===== src/rtl/dynamic_adder_scheduler_if.sv =====
// Bundles the requester, response and adder-side signals of dynamic_adder_scheduler.
// slave is the scheduler's view; master is the view of whatever surrounds it (requesters, consumer, adder).
interface dynamic_adder_scheduler_if #(
  parameter int NUM_REQ = 4,
  parameter int CNT_W   = 6
);
  logic [NUM_REQ-1:0]    req;
  logic [16*NUM_REQ-1:0] req_a;
  logic [16*NUM_REQ-1:0] req_b;
  logic [NUM_REQ-1:0]    req_cin;
  logic [NUM_REQ-1:0]    req_ack;
  // Response handshake: resp_valid rises with the result and holds it, along with every resp_*
  // field, unchanged until a cycle where resp_valid && resp_ready, which is the single transfer cycle.
  logic                  resp_valid;
  logic                  resp_ready;
  logic [2:0]            resp_id;
  logic [15:0]           resp_sum;
  logic                  resp_cout;
  logic [CNT_W-1:0]      resp_cycles;
  logic                  resp_timeout;
  logic [15:0]           add_A;
  logic [15:0]           add_B;
  logic                  add_Cin;
  logic                  add_F;
  logic                  add_request;
  logic [15:0]           add_sum;
  logic                  add_cout;
  logic                  add_valid;
  logic [1:0]            dbg_state;

  modport slave (
    input  req, req_a, req_b, req_cin, resp_ready, add_sum, add_cout, add_valid,
    output req_ack, resp_valid, resp_id, resp_sum, resp_cout, resp_cycles, resp_timeout,
           add_A, add_B, add_Cin, add_F, add_request, dbg_state
  );

  modport master (
    output req, req_a, req_b, req_cin, resp_ready, add_sum, add_cout, add_valid,
    input  req_ack, resp_valid, resp_id, resp_sum, resp_cout, resp_cycles, resp_timeout,
           add_A, add_B, add_Cin, add_F, add_request, dbg_state
  );
endinterface


===== src/rtl/dynamic_adder_scheduler.sv =====
// Round-robin scheduler sharing one self-timed 16-bit adder between NUM_REQ requesters,
// returning each captured result with the number of EVAL cycles it took.
module dynamic_adder_scheduler #(
  parameter int NUM_REQ  = 4,
  parameter int F_CYCLES = 2,
  parameter int MAX_WAIT = 32,
  parameter int CNT_W    = 6
) (
  input logic clk,
  input logic rst,
  dynamic_adder_scheduler_if.slave bus
);
  typedef enum logic [1:0] {IDLE = 2'd0, LAUNCH = 2'd1, EVAL = 2'd2, DONE = 2'd3} state_t;

  localparam int F_W     = (F_CYCLES > 1) ? $clog2(F_CYCLES) : 1;
  localparam int WAIT_W  = $clog2(MAX_WAIT + 1);
  localparam int CNT_MAX = (1 << CNT_W) - 1;

  state_t             state, state_nx;
  logic [2:0]         ptr, id;
  logic [15:0]        a_q, b_q, sum_q;
  logic               cin_q, cout_q, timeout_q;
  logic [F_W-1:0]     f_cnt;
  logic [WAIT_W-1:0]  wait_cnt;
  logic [CNT_W-1:0]   cycles_q, cycles_sat;
  logic               grant_found;
  logic [2:0]         grant_id;
  logic               eval_end;

  // Winner is the first requester above the pointer, wrapping; pointer = last served.
  always_comb begin
    int idx;
    grant_found = 1'b0;
    grant_id    = 3'd0;
    idx         = 0;
    for (int i = 1; i <= NUM_REQ; i++) begin
      idx = int'(ptr) + i;
      if (idx >= NUM_REQ) idx = idx - NUM_REQ;
      if (!grant_found && bus.req[idx]) begin
        grant_found = 1'b1;
        grant_id    = 3'(idx);
      end
    end
  end

  assign eval_end = bus.add_valid || (wait_cnt == WAIT_W'(MAX_WAIT));

  always_comb begin
    if (32'(wait_cnt) > 32'(CNT_MAX)) cycles_sat = CNT_W'(CNT_MAX);
    else                              cycles_sat = CNT_W'(wait_cnt);
  end

  always_comb begin
    state_nx = state;
    case (state)
      IDLE:    if (grant_found) state_nx = LAUNCH;
      LAUNCH:  if (f_cnt == F_W'(F_CYCLES - 1)) state_nx = EVAL;
      EVAL:    if (eval_end) state_nx = DONE;
      DONE:    if (bus.resp_ready) state_nx = IDLE;
      default: state_nx = IDLE;
    endcase
  end

  always_ff @(posedge clk) begin
    if (rst) begin
      state     <= IDLE;
      ptr       <= 3'(NUM_REQ - 1);
      id        <= '0;
      a_q       <= '0;
      b_q       <= '0;
      cin_q     <= 1'b0;
      f_cnt     <= '0;
      wait_cnt  <= '0;
      sum_q     <= '0;
      cout_q    <= 1'b0;
      cycles_q  <= '0;
      timeout_q <= 1'b0;
    end else begin
      state <= state_nx;
      case (state)
        IDLE: if (grant_found) begin
          id    <= grant_id;
          a_q   <= bus.req_a[16*int'(grant_id) +: 16];
          b_q   <= bus.req_b[16*int'(grant_id) +: 16];
          cin_q <= bus.req_cin[grant_id];
          f_cnt <= '0;
        end
        LAUNCH: begin
          f_cnt    <= f_cnt + 1'b1;
          wait_cnt <= WAIT_W'(1);
        end
        EVAL: begin
          // On timeout the adder's outputs are captured as-is; resp_timeout flags them.
          if (eval_end) begin
            sum_q     <= bus.add_sum;
            cout_q    <= bus.add_cout;
            cycles_q  <= cycles_sat;
            timeout_q <= !bus.add_valid;
          end else begin
            wait_cnt <= wait_cnt + 1'b1;
          end
        end
        DONE: if (bus.resp_ready) begin
          ptr   <= id;
          a_q   <= '0;
          b_q   <= '0;
          cin_q <= 1'b0;
        end
        default: ;
      endcase
    end
  end

  assign bus.req_ack      = (state == LAUNCH && f_cnt == '0) ? (NUM_REQ'(1) << id) : '0;
  assign bus.add_F        = (state == LAUNCH);
  assign bus.add_request  = (state == EVAL);
  assign bus.add_A        = a_q;
  assign bus.add_B        = b_q;
  assign bus.add_Cin      = cin_q;
  assign bus.resp_valid   = (state == DONE);
  assign bus.resp_id      = (state == DONE) ? id : 3'd0;
  assign bus.resp_sum     = (state == DONE) ? sum_q : 16'd0;
  assign bus.resp_cout    = (state == DONE) && cout_q;
  assign bus.resp_cycles  = (state == DONE) ? cycles_q : '0;
  assign bus.resp_timeout = (state == DONE) && timeout_q;
  assign bus.dbg_state    = state;
endmodule


===== src/flat_wrapper.sv =====
// flat-port wrapper written by rule: the top's interface ports become plain ports
module dynamic_adder_scheduler_flat 
#(
  parameter int NUM_REQ  = 4,
  parameter int F_CYCLES = 2,
  parameter int MAX_WAIT = 32,
  parameter int CNT_W    = 6
)
  (clk, rst, bus_req, bus_req_a, bus_req_b, bus_req_cin, bus_resp_ready, bus_add_sum, bus_add_cout, bus_add_valid, bus_req_ack, bus_resp_valid, bus_resp_id, bus_resp_sum, bus_resp_cout, bus_resp_cycles, bus_resp_timeout, bus_add_A, bus_add_B, bus_add_Cin, bus_add_F, bus_add_request, bus_dbg_state);
  dynamic_adder_scheduler_if #(.NUM_REQ(NUM_REQ), .CNT_W(CNT_W)) bus_i ();
  input logic clk;
  input logic rst;
  input wire logic [$bits(bus_i.req)-1:0] bus_req;
  input wire logic [$bits(bus_i.req_a)-1:0] bus_req_a;
  input wire logic [$bits(bus_i.req_b)-1:0] bus_req_b;
  input wire logic [$bits(bus_i.req_cin)-1:0] bus_req_cin;
  input wire logic [$bits(bus_i.resp_ready)-1:0] bus_resp_ready;
  input wire logic [$bits(bus_i.add_sum)-1:0] bus_add_sum;
  input wire logic [$bits(bus_i.add_cout)-1:0] bus_add_cout;
  input wire logic [$bits(bus_i.add_valid)-1:0] bus_add_valid;
  output wire logic [$bits(bus_i.req_ack)-1:0] bus_req_ack;
  output wire logic [$bits(bus_i.resp_valid)-1:0] bus_resp_valid;
  output wire logic [$bits(bus_i.resp_id)-1:0] bus_resp_id;
  output wire logic [$bits(bus_i.resp_sum)-1:0] bus_resp_sum;
  output wire logic [$bits(bus_i.resp_cout)-1:0] bus_resp_cout;
  output wire logic [$bits(bus_i.resp_cycles)-1:0] bus_resp_cycles;
  output wire logic [$bits(bus_i.resp_timeout)-1:0] bus_resp_timeout;
  output wire logic [$bits(bus_i.add_A)-1:0] bus_add_A;
  output wire logic [$bits(bus_i.add_B)-1:0] bus_add_B;
  output wire logic [$bits(bus_i.add_Cin)-1:0] bus_add_Cin;
  output wire logic [$bits(bus_i.add_F)-1:0] bus_add_F;
  output wire logic [$bits(bus_i.add_request)-1:0] bus_add_request;
  output wire logic [$bits(bus_i.dbg_state)-1:0] bus_dbg_state;
  assign bus_i.req = bus_req;
  assign bus_i.req_a = bus_req_a;
  assign bus_i.req_b = bus_req_b;
  assign bus_i.req_cin = bus_req_cin;
  assign bus_i.resp_ready = bus_resp_ready;
  assign bus_i.add_sum = bus_add_sum;
  assign bus_i.add_cout = bus_add_cout;
  assign bus_i.add_valid = bus_add_valid;
  assign bus_req_ack = bus_i.req_ack;
  assign bus_resp_valid = bus_i.resp_valid;
  assign bus_resp_id = bus_i.resp_id;
  assign bus_resp_sum = bus_i.resp_sum;
  assign bus_resp_cout = bus_i.resp_cout;
  assign bus_resp_cycles = bus_i.resp_cycles;
  assign bus_resp_timeout = bus_i.resp_timeout;
  assign bus_add_A = bus_i.add_A;
  assign bus_add_B = bus_i.add_B;
  assign bus_add_Cin = bus_i.add_Cin;
  assign bus_add_F = bus_i.add_F;
  assign bus_add_request = bus_i.add_request;
  assign bus_dbg_state = bus_i.dbg_state;
  dynamic_adder_scheduler #(.NUM_REQ(NUM_REQ), .F_CYCLES(F_CYCLES), .MAX_WAIT(MAX_WAIT), .CNT_W(CNT_W)) u_core (.clk(clk), .rst(rst), .bus(bus_i));
endmodule

===== config.mk =====
export PLATFORM = sky130hd
export DESIGN_NAME = dynamic_adder_scheduler_flat
export DESIGN_NICKNAME = d
export VERILOG_FILES = /design/src/rtl/dynamic_adder_scheduler_if.sv /design/src/rtl/dynamic_adder_scheduler.sv /design/src/flat_wrapper.sv
export SDC_FILE = /design/constraint.sdc
export NUM_CORES = 1
export LEC_CHECK = 0
export CORE_MARGIN = 2
export CORE_UTILIZATION = 40
export CTS_BUF_LIST = sky130_fd_sc_hd__clkbuf_16
export DETAILED_ROUTE_END_ITERATION = 10
export PLACE_DENSITY_LB_ADDON = 0.3
export SYNTH_ARGS = -nofsm -noshare
export SYNTH_HDL_FRONTEND = slang
export SYNTH_SLANG_ARGS = --single-unit

===== constraint.sdc =====
create_clock -name clk -period 3.5 [get_ports clk]
set_clock_uncertainty 0.05 [all_clocks]
set_input_delay 0.35 -clock clk [delete_from_list [all_inputs] [get_ports clk]]
set_output_delay 0.35 -clock clk [all_outputs]
set_load 0.02 [all_outputs]

# Yosys cells after proc, flatten, opt, wreduce, memory -nomap -nowiden
# Cells that the tools add are included.
word_totals:
  wordCells: 113
  ff_bits: 72
  out_inout_bits: 69
  inputBits: 157
classes:
  addsub: 10
  n_reduce_logical: 22
  eq_ne: 9
  order_cmp: 9
  shifts: 3
  bitwise_logic: 1
  mux: 47
ops:
  columns: ["operator", "n"]
  rows:
  - ["32-bit by 4-bit greater-or-equal comparator with 1-bit output (second input constant)", 4]
  - ["32-bit by 4-bit < comparator with 1-bit output (second input constant)", 4]
  - ["32-bit 2-to-1 mux", 4]
  - ["64-bit by 8-bit indexed part select with 16-bit output", 2]
  - ["32-bit by 4-bit subtractor with 32-bit output (second input constant)", 4]
  - ["16-bit 2-to-1 mux", 4]
  - ["16-bit one-hot mux with 2 select lines", 2]
  - ["1-bit 2-to-1 mux", 16]
  - ["3-bit 2-to-1 mux", 5]
  - ["6-bit 2-to-1 mux", 2]
  - ["6-bit one-hot mux with 2 select lines", 1]
  - ["1-bit binary-select mux with 2-bit select", 5]
  - ["2-bit AND reduction", 5]
  - ["3-bit by 2-bit adder with 4-bit output (second input constant)", 2]
  - ["2-bit 2-to-1 mux", 4]
  - ["2-bit one-hot mux with 4 select lines", 1]
  - ["6-bit by 1-bit adder with 6-bit output (second input constant)", 1]
  - ["6-bit equality test (second input constant)", 1]
  - ["1-bit logical AND", 6]
  - ["2-bit by 1-bit != test with 1-bit output (second input constant)", 3]
  - ["2-bit nonzero test", 3]
  - ["3-bit by 1-bit adder with 4-bit output (second input constant)", 1]
  - ["3-bit by 3-bit adder with 4-bit output (second input constant)", 1]
  - ["2-bit equality test (second input constant)", 2]
  - ["13 further kinds", 18]

# Longest topological paths before layout
# Gate-level depths: netlist (run 1).
logic_depth:
  depth_word: 20
  mapped_depth: 12
  depth_no_buf: 8

# Worst setup path before layout (run 1)
# No wires, ideal clock.
synth_timing:
  kind: "register -> register"
  from: "register u_core.ptr[1]"
  to: "register u_core.b_q[1], in the netlist u_core.bus.add_B[1]"
  setup_ns: 0.083
  required_ns: 3.367
  arrival_time_ns: 2.491
  path_stages_with_launch: 12
  n_path_buf: 4
  period_less_slack_ns: 2.624
  slack_ns: 0.876
  cell_sequence: "dfxtp_1 -> buf_2 -> inv_1 -> ha_1 -> buf_2 -> mux4_2 -> buf_6 -> a2111o_1 -> o311ai_4 -> nand3b_4 -> clkbuf_8 -> o221ai_1"
synth_via:
  elab_chain_len: 19
  word_cells_on_any_way: 47
  classes_between: "8 x add/sub; 4 x order compare; 1 x eq/ne; 1 x shift; 26 x mux; 7 x reduce/logical"
synth_rtl:
  columns: ["item", "line_no", "rtl"]
  rows:
  - ["start, declared", "dynamic_adder_scheduler.sv:20", "logic [2:0] ptr, id;"]
  - ["start signal, assigned", "dynamic_adder_scheduler.sv:67", "ptr <= 3'(NUM_REQ - 1);"]
  - ["start signal, assigned", "dynamic_adder_scheduler.sv:104", "ptr <= id;"]
  - ["3-bit by 1-bit adder with 4-bit output", "dynamic_adder_scheduler.sv:37", "idx = int'(ptr) + i;"]
  - ["32-bit by 4-bit subtractor with 32-bit output / 32-bit by 4-bit greater-or-equal comparator with 1-bit output (equally long branches)", "dynamic_adder_scheduler.sv:38", "if (idx >= NUM_REQ) idx = idx - NUM_REQ;"]
  - ["32-bit 2-to-1 mux", "dynamic_adder_scheduler.sv:38", null]
  - ["1-bit binary-select mux with 2-bit select", "dynamic_adder_scheduler.sv:39", "if (!grant_found && bus.req[idx]) begin"]
  - ["1-bit 2-to-1 mux (not written as such) (2 in a row)", "dynamic_adder_scheduler.sv:39", null]
  - ["1-bit 2-to-1 mux", "dynamic_adder_scheduler.sv:39", null]
  - ["1-bit logical NOT", "dynamic_adder_scheduler.sv:39", null]
  - ["1-bit logical AND", "dynamic_adder_scheduler.sv:39", null]
  - ["(+2 left out)", null, null]
  - ["1-bit logical AND", "dynamic_adder_scheduler.sv:39", null]
  - ["1-bit 2-to-1 mux", "dynamic_adder_scheduler.sv:39", null]
  - ["1-bit logical NOT", "dynamic_adder_scheduler.sv:39", null]
  - ["1-bit logical AND", "dynamic_adder_scheduler.sv:39", null]
  - ["3-bit 2-to-1 mux", "dynamic_adder_scheduler.sv:39", null]
  - ["64-bit by 8-bit indexed part select with 16-bit output", "dynamic_adder_scheduler.sv:84", "b_q <= bus.req_b[16*int'(grant_id) +: 16];"]
  - ["16-bit 2-to-1 mux", "dynamic_adder_scheduler.sv:81", "IDLE: if (grant_found) begin"]
  - ["16-bit one-hot mux with 2 select lines", "dynamic_adder_scheduler.sv:80", "case (state)"]
  - ["end signal, assigned", "dynamic_adder_scheduler.sv:84", null]
  - ["end, declared", "dynamic_adder_scheduler.sv:21", "logic [15:0] a_q, b_q, sum_q;"]
# Several ways; a longest one is shown, not always the timed one. The select of a mux whose other input is x is not followed.
# A chain may end at the register's enable or synchronous reset.

# Final worst setup path (run 1)
layout_timing:
  from: "register u_core.ptr[0]"
  to: "register u_core.b_q[6], in the netlist u_core.bus.add_B[6]"
# The elaborated chain is that of the path after synthesis.

==> flow_summary.json, run 1 <==
{
  "status": "finished, final reports clean",
  "worstSetupPathType": "flop to flop",
  "end_kind": "flop",
  "fin_cells": 831,
  "dpl_cell_area_mm2": 0.006595,
  "clock_path_buffers": 2,
  "pre_cts_ws_ns": 0.4282,
  "dpl.hpwl_um": 10890,
  "clk_latency_ns": 0.33,
  "report.final.setup_viol": 0,
  "io_pins": 226,
  "tightest_slew_ns": 0.9772,
  "register_area_mm2": 0.001441,
  "yosysMostFrequentCell": "nand2_1",
  "grt_max_degree": 41,
  "hp-class": "flop to flop",
  "cts_tree": "built",
  "path_cells": "inv_1, ha_1, mux4_2, nand2b_4, o2111ai_1, nand2_4, buf_12, mux2i_1, o221ai_1",
  "max_slew_margin_pct": 34.86,
  "synth_adder_area_share_pct": 3.472,
  "port_buffers": 225,
  "vdd_drop_max_mv": 0.2917,
  "chipWidth_um": 108.0,
  "antenna_found_initial": 0,
  "num_vias": 4452,
  "dieHeight_um": 108.0,
  "synth_edf_count": 0,
  "cpPeakStageDelay_ns": 0.52,
  "synth_top_family_by_area": "simple AND/OR/NAND/NOR gates",
  "slowest_stage": "ha_1",
  "syn_area_mm2": 0.004324,
  "synth-simple-area-share_pct": 19.16,
  "core_mm2": 0.01042,
  "period_share_pct": 83.13,
  "final_hold_viol_count": 0,
  "synthesis.nets": 652,
  "final_util_pct": 66.23,
  "holdBufCountCts": 0,
  "drtAntennaViolNets": 0,
  "power_density_mw_per_mm2": 549.2,
  "p_leak_nw": 2.553,
  "crit_path_max_fanout": 32,
  "dr.pass1.iters": 7,
  "synth_top_area_cell": "dfxtp_1",
  "via_per_inst": 5.357,
  "yosys-top-cells-count": "nand2_1, dfxtp_1, mux2i_1",
  "cts_buffers": 9,
  "async_reset_ff_share_pct": 0,
  "holdWs_ns": 0.3998,
  "seq_area_frac_synth_pct": 33.33,
  "finalWorstSetupSlack_ns": 0.5904,
  "synth_xor_area_share_pct": 0.6076,
  "overflow": 0,
  "crit_end": "u_core.bus.add_B[6]",
  "cp-startpoint": "u_core.ptr[0]",
  "r2r-start": "u_core.ptr[0]",
  "grt_pass1_vias": 4260,
  "rows": 37,
  "area_growth_pct": 59.55,
  "design_area_mm2": 0.006899,
  "yosys_warnings": 0,
  "synth_compound_area_share_pct": 18.14,
  "synthFlopType": "dfxtp_1",
  "synth-seq-cells": 72,
  "finalCriticalPeriod_ns": 2.910,
  "clock.fmax_mhz": 343.7,
  "nets": 859,
  "start_util_pct": 41.51,
  "drv_slew": 0,
  "cp.arrival_ns": 3.05,
  "cts_resized": 0,
  "fill_cells": 884,
  "synth_top_cell_area_share_pct": 33.33,
  "clk_pin_slew_ns": 0.06,
  "synth.avg_cell_area_um2": 8.953,
  "start_kind": "flop",
  "grt_util_all_layers_pct": 23.14,
  "grt_pass1_wl_um": 21400,
  "path_depth": 9,
  "required_ns": 3.64,
  "synth_area_leaders": "dfxtp_1, mux2i_1, nand2_1",
  "drv_cap": 0,
  "rr_worst_depth": 9,
  "holdPathStages": 2,
  "diodes": 0,
  "wl_um": 14460,
  "die_area_mm2": 0.01166,
  "cts.htree.levels": 3,
  "cp_top_family": "multiplexers",
  "drive_gt1_share_pct": 5.468,
  "cts_setup_buffers": 0,
  "total_power_mw": 3.789,
  "wl_per_cell_um": 17.40,
  "timing.rr.end": "u_core.bus.add_B[6]",
  "dp_cells": 815,
  "synth_cell_types": 55,
  "grt_setup_unrepaired": "false",
  "syn_inst": 483,
  "drc": 0,
  "cts-root-buf": "clkbuf_16",
  "fin_setup_tns_ns": 0,
  "drtIter0Drc": 171,
  "crit_buf_inv": 2,
  "cts.sinks": 72,
  "gp_congestion": 0.8483,
  "reg2reg_slack_ns": 0.59,
  "synth.mux.area_fraction_pct": 18.29,
  "multi_input_area_mm2": 0.002585
}
[routing by layer]
layer,up-vias,routed length [um],track usage (%)
met4,0,357,7.967
met1,2105,5630,26.59
met3,22,1164,7.294
li1,2164,-,-
met2,161,7308,40.57
met5,-,0,0
[kinds of logic (layout without fill, tap and decap cells)]
kind of cell,count (synthesis),in the layout
AO/OA/AOI/OAI,104,104
AND/OR/NAND/NOR,169,169
buffers and inverters,49,261
XOR/XNOR,3,3
flip-flops,72,72
adder cells (fa/ha/maj),12,12
multiplexers,74,74
[registers in the layout (all words and copies together), names as in the netlist]
register / count
u_core.cout_q: 1
u_core.bus.add_Cin: 1
u_core.cycles_sat: 6
u_core.ptr: 3
u_core.bus.add_A: 16
u_core.f_cnt: 1
u_core.cycles_q: 6
u_core.bus.dbg_state: 2
u_core.bus.add_B: 16
u_core.sum_q: 16
u_core.timeout_q: 1
u_core.id: 3
[worst min-delay path, delay by kind of cell, from the launching register on]
kind	cells	cell delay, ns
DFF	1	0.30
AOI/OAI and AO/OA	1	0.05
and+or+nand+nor	1	0.05
[how the worst min path moves through the flow]
stage,endpoint,slack (ns),start
2_1_floorplan,u_core.cout_q,0.38,u_core.cout_q
6_report,u_core.sum_q[1],0.40,u_core.sum_q[1]
4_1_cts,u_core.cout_q,0.40,u_core.cout_q
5_1_grt,u_core.sum_q[14],0.42,u_core.sum_q[14]
3_5_place_dp,u_core.sum_q[1],0.39,u_core.sum_q[1]
3_3_place_gp,u_core.sum_q[6],0.39,u_core.sum_q[6]
[cells in the final DEF, fill, tap and decap left out, types with 2 or more instances in the layout]
cell type	count
nand3_1	3
a211o_1	3
o21ai_0	4
a21o_1	2
a311oi_1	3
dfxtp_1	72
nor3b_1	5
buf_12	3
and3_1	4
nand2b_1	2
and2_1	29
mux2i_1	70
inv_1	11
nand2_1	89
nor2b_1	4
o221ai_1	33
clkbuf_16	9
inv_6	3
a32oi_1	2
nand2_2	2
clkinvlp_4	3
mux4_2	4
ha_1	12
a2111o_1	2
nor2_1	20
xnor2_1	2
a21oi_1	33
a41oi_1	2
clkdlybuf4s50_1	225
buf_4	6
a211oi_1	8
[power by group]
group / total, mW / switching, mW / internal, mW / leakage [nW]
Sequential: 1.16 / 0.134 / 1.02 / 0.587
Clock: 0.938 / 0.379 / 0.559 / 0.139
Combinational: 1.69 / 0.867 / 0.825 / 1.83
[area by class of cell]
type                    instances  area share (%)
clock buffers                   9           3.264
inverters                      11          0.5985
repair buffers                234           34.17
multi-input cells             362           37.47
flip-flops and latches         72           20.89
clock inverters                 7           1.143
well taps                     136           2.466
Power figures use the tool's default switching activity.
==> inputs of run 2 (changes only) <==
==> constraint.sdc (replaced) <==
create_clock -name clk -period 2.9 [get_ports clk]
set_clock_uncertainty 0.05 [all_clocks]
set_input_delay 0.29 -clock clk [delete_from_list [all_inputs] [get_ports clk]]
set_output_delay 0.29 -clock clk [all_outputs]
set_load 0.02 [all_outputs]
==> run 2 against run 1 <==
Global-route usage increased by 0.49 points; first-iteration DRC count increased by 9.4%; clock power increased by 13%; largest power group unchanged; total power increased by 20%; routed wire length decreased by 1.4%; final cell count increased by 0.48%; via count about the same; count of clock-buffer cells in the layout unchanged; register-to-register slack got worse by 0.27 ns.
==> flow_summary.json, run 2 (synthesis results as in run 1) <==
{
  "pwr-share-clk_pct": 23.3,
  "area_growth_pct": 60.39,
  "dieHeight_um": 108.0,
  "overflow": 0,
  "rows": 37,
  "cts-root-buf": "clkbuf_16",
  "power_density_mw_per_mm2": 654.8,
  "drv_slew": 0,
  "final_common_cell": "clkdlybuf4s50_1",
  "period_share_pct": 92.55,
  "drtIter0Drc": 187,
  "crit_buf_inv": 2,
  "start_util_pct": 41.51,
  "power.share.combinational_pct": 45.9,
  "grt_util_all_layers_pct": 23.63,
  "dpl.hpwl_um": 10850,
  "path_cells": "inv_1, ha_1, nor2b_2, nor2b_1, nor3b_1, clkdlybuf4s50_1",
  "drv_cap": 0,
  "fin_cells": 835,
  "fin_setup_tns_ns": 0,
  "clk_latency_ns": 0.33,
  "diodes": 0,
  "cts.sinks": 72,
  "finalWorstSetupSlack_ns": 0.2160,
  "cpPeakStageDelay_ns": 0.63,
  "num_vias": 4453,
  "slowest_stage": "clkdlybuf4s50_1",
  "cp.arrival_ns": 2.34,
  "gp_congestion": 0.8553,
  "wl_um": 14270,
  "antenna_found_initial": 0,
  "multi_input_area_mm2": 0.002590,
  "io_pins": 226,
  "holdWs_ns": 0.3974,
  "required_ns": 2.56,
  "tightest_slew_ns": 0.5951,
  "cts_tree": "built",
  "worstSetupPathType": "flop to primary output",
  "core_mm2": 0.01042,
  "port_buffers": 225,
  "wl_met1_um": 5542,
  "cts_setup_buffers": 0,
  "drc": 0,
  "grt_max_degree": 41,
  "cts.htree.levels": 3,
  "dp_cells": 819,
  "cts_buffers": 9,
  "wl_per_cell_um": 17.08,
  "dr.pass1.iters": 4,
  "start_kind": "flop",
  "pre_cts_ws_ns": 0.01755,
  "design_area_mm2": 0.006935,
  "chipWidth_um": 108.0,
  "vdd_drop_max_mv": 0.3718,
  "p_sw_mw": 1.623,
  "wl_met3_um": 1170,
  "status": "finished, final reports clean",
  "report.final.setup_viol": 0,
  "register_area_mm2": 0.001441,
  "grt_pass1_vias": 4293,
  "p_seq_share_pct": 30.8,
  "finalCriticalPeriod_ns": 2.684,
  "nets": 863,
  "max_slew_margin_pct": 60.23,
  "sw_frac_of_total_pct": 35.74,
  "end_kind": "primary output",
  "drtAntennaViolNets": 0,
  "clock.fmax_mhz": 372.6,
  "clock_path_buffers": 2,
  "grt_pass1_wl_um": 21580,
  "hp-class": "flop to flop",
  "clk_pin_slew_ns": 0.05,
  "drive_gt1_share_pct": 5.722,
  "via_per_inst": 5.333,
  "final_hold_viol_count": 0,
  "die_area_mm2": 0.01166,
  "dpl_cell_area_mm2": 0.006650,
  "p_int_mw": 2.919,
  "top_layer": "met4",
  "grt_setup_unrepaired": "false",
  "crit_path_max_fanout": 5,
  "final_cell_mix": "clkdlybuf4s50_1, nand2_1, dfxtp_1",
  "p_leak_nw": 2.591,
  "fill_cells": 843,
  "cp_top_family": "buffers and inverters",
  "wl_met2_um": 7084
}
[run 2: power by group through the flow]
stage / clock [mW] / sequential [mW] / combinational, mW
6_report: 1.06 / 1.40 / 2.09
4_1_cts: 1.08 / 1.40 / 2.09
3_5_place_dp: 0 / 1.42 / 2.09
5_1_grt: 1.13 / 1.43 / 2.23
2_1_floorplan: 0 / 1.62 / 1.02
3_3_place_gp: 0 / 1.41 / 2.04
[run 2: what timing repair did]
item,in CTS,in global routing
hold buffers,0,0
endpoints found under the hold margin,0,0
resized for setup,0,2
setup endpoints to repair,0,28
[run 2: layout make-up]
class	count	area share [%]
clock buffer	9	3.247
clock inverter	7	0.7938
inverter	11	0.5953
multi-input combinational	362	37.34
sequential	72	20.78
tap	136	2.454
timing repair buffer	238	34.78
[run 2: metrics by stage]
step	total power [mW]	utilization [%]
after floorplan	2.633	-
after global placement	3.443	63.84
after detailed placement	3.503	63.84
after CTS	4.571	66.53
after global routing	4.787	66.58
final	4.542	66.58
[run 2: per-layer routing]
layer  GRT usage (%)  vias up
met4           10.07        0
li1                -     2164
met1           27.76     2058
met3           7.294       33
met5               0        -
met2           39.85      198
[run 2: worst paths after layout]
path | cells past startpoint | slack [ns] | start | end
min | 2 | 0.40 | u_core.sum_q[1] | u_core.sum_q[1]
max reg2reg | 9 | 0.32 | u_core.ptr[0] | u_core.bus.add_B[8]
max | 6 | 0.22 | u_core.bus.dbg_state[1] | bus_req_ack[0]
min reg2reg | 2 | 0.40 | u_core.sum_q[1] | u_core.sum_q[1]
[run 2: worst reg2reg max path: stages, from the launching register on]
cell,delay [ns]
dfxtp_1,0.32
inv_1,0.11
ha_1,0.37
mux4_2,0.42
nand2b_4,0.13
o2111ai_1,0.19
nand2_4,0.20
buf_12,0.25
mux2i_1,0.25
o221ai_1,0.16
==> inputs of run 3 (changes only) <==
--- a/config.mk
+++ b/config.mk
@@ -5,7 +5,6 @@
 export SDC_FILE = /design/constraint.sdc
 export NUM_CORES = 1
 export LEC_CHECK = 0
-export CORE_MARGIN = 2
 export CORE_UTILIZATION = 40
 export CTS_BUF_LIST = sky130_fd_sc_hd__clkbuf_16
 export DETAILED_ROUTE_END_ITERATION = 10
==> run 3 against run 2 <==
Die area shrank 3.7%; combinational power about the same; via count grew 0.52%; first-iteration DRC count fell by 5.9%; sequential share of layout area fell by 0.10 points; sequential power hardly changed; final cell count grew 0.24%; critical path depth is the same; global-route usage up 1.4 points; largest cell class unchanged.
==> flow_summary.json, run 3 (synthesis results as in run 1) <==
{
  "fin_setup_tns_ns": 0,
  "cts_tree": "built",
  "drtIter0Drc": 176,
  "fill_cells": 854,
  "p_leak_nw": 2.602,
  "drv_cap": 0,
  "end_kind": "primary output",
  "finalCriticalPeriod_ns": 2.701,
  "multi_input_area_mm2": 0.002587,
  "timing.rr.end": "u_core.bus.add_A[14]",
  "chipWidth_um": 106.0,
  "dr.pass1.iters": 5,
  "drive_gt1_share_pct": 6.134,
  "start_kind": "flop",
  "status": "finished, final reports clean",
  "core_mm2": 0.01042,
  "design_area_mm2": 0.006969,
  "cts.htree.levels": 3,
  "clk_latency_ns": 0.33,
  "hp-class": "flop to flop",
  "area_growth_pct": 61.17,
  "nets": 865,
  "crit_end": "bus_req_ack[0]",
  "holdBufCountCts": 0,
  "num_vias": 4476,
  "max_slew_margin_pct": 62.90,
  "slowest_stage": "clkdlybuf4s50_1",
  "final_hold_viol_count": 0,
  "worstSetupPathType": "flop to primary output",
  "period_share_pct": 93.14,
  "rr_worst_depth": 9,
  "wl_per_cell_um": 17.16,
  "drc": 0,
  "drtAntennaViolNets": 0,
  "clock.fmax_mhz": 370.2,
  "cpMostUsedCell": "nor2b_1",
  "die_area_mm2": 0.01123,
  "power_density_mw_per_mm2": 658.6,
  "overflow": 0,
  "report.final.setup_viol": 0,
  "diodes": 0,
  "grt_setup_unrepaired": "false",
  "dpl.hpwl_um": 10800,
  "dpl_cell_area_mm2": 0.006678,
  "rows": 37,
  "clock_path_buffers": 2,
  "grt_pass1_wl_um": 22310,
  "cp-startpoint": "u_core.bus.dbg_state[1]",
  "cp.arrival_ns": 2.36,
  "antenna_found_initial": 0,
  "gp_congestion": 0.8499,
  "port_buffers": 225,
  "cts.sinks": 72,
  "grt_util_all_layers_pct": 25.06,
  "crit_path_max_fanout": 5,
  "register_area_mm2": 0.001441,
  "reg2reg_slack_ns": 0.33,
  "wl_um": 14370,
  "path_cells": "inv_1, ha_1, nor2b_1, nor2b_1, nor3b_1, clkdlybuf4s50_1",
  "r2r-start": "u_core.ptr[0]",
  "cpPeakStageDelay_ns": 0.63,
  "drv_slew": 0,
  "final_common_cell": "clkdlybuf4s50_1",
  "cts_buffers": 9,
  "total_power_mw": 4.590,
  "vdd_drop_max_mv": 0.3784,
  "final_cell_mix": "clkdlybuf4s50_1, nand2_1, dfxtp_1",
  "grt_pass1_vias": 4360,
  "tightest_slew_ns": 0.5551,
  "cts-root-buf": "clkbuf_16",
  "io_pins": 226,
  "via_per_inst": 5.348,
  "start_util_pct": 41.51,
  "required_ns": 2.56,
  "clk_pin_slew_ns": 0.06,
  "grt_max_degree": 41,
  "dieHeight_um": 106.0
}
-- run 3: power by group --
group | leakage (nW) | internal, mW | switching (mW)
clock | 0.144 | 0.659 | 0.434
combinational | 1.87 | 1.04 | 1.06
sequential | 0.587 | 1.24 | 0.163
-- run 3: metrics by stage --
| stage | hold slack, ns | instances | setup WS [ns] | utilization [%] |
|---|---|---|---|---|
| 4_1_cts | 0.4019 | 837 | 0.08823 | 66.88 |
| 2_1_floorplan | 0.3390 | 483 | 0.2758 | - |
| 5_1_grt | 0.4232 | 837 | 0.02336 | 66.91 |
| 3_5_place_dp | 0.3941 | 821 | 0.08158 | 64.11 |
| 6_report | 0.4011 | 837 | 0.1989 | 66.91 |
| 3_3_place_gp | 0.3873 | 821 | 0.1414 | 64.11 |
-- run 3: area by class of cell --
| type | count | area share [%] |
|---|---|---|
| well taps | 136 | 2.442 |
| repair buffers | 240 | 35.01 |
| clock buffers | 9 | 3.232 |
| inverters | 11 | 0.5925 |
| flip-flops and latches | 72 | 20.68 |
| clock inverters | 7 | 0.9156 |
| multi-input cells | 362 | 37.13 |
-- run 3: layer usage --
metal,global-route usage (%),vias up,wire [um]
met4,8.730,0,261
met2,42.72,170,7136
met5,0,-,0
li1,-,2168,-
met3,6.867,16,1133
met1,30.25,2122,5835
-- run 3: worst min path at each step --
stage	slack, ns	start	to	cells after the start
3_3_place_gp	0.39	u_core.sum_q[2]	u_core.sum_q[2]	2
6_report	0.40	u_core.sum_q[9]	u_core.sum_q[9]	2
4_1_cts	0.40	u_core.sum_q[9]	u_core.sum_q[9]	2
2_1_floorplan	0.34	bus_add_valid	u_core.timeout_q	1
5_1_grt	0.42	u_core.sum_q[9]	u_core.sum_q[9]	2
3_5_place_dp	0.39	u_core.sum_q[9]	u_core.sum_q[9]	2
-- run 3: worst max-delay path, delay by kind of cell (launching register included) --
family / cells / cell delay (ns)
flops: 1 / 0.35
buf+inv: 2 / 0.73
simple gates: 3 / 0.73
fa+ha+maj: 1 / 0.23
-- run 3: repair_timing --
item	4_1_cts	5_1_grt
gates resized for setup	0	1
buffers inserted	0	0
setup endpoints to repair	0	27
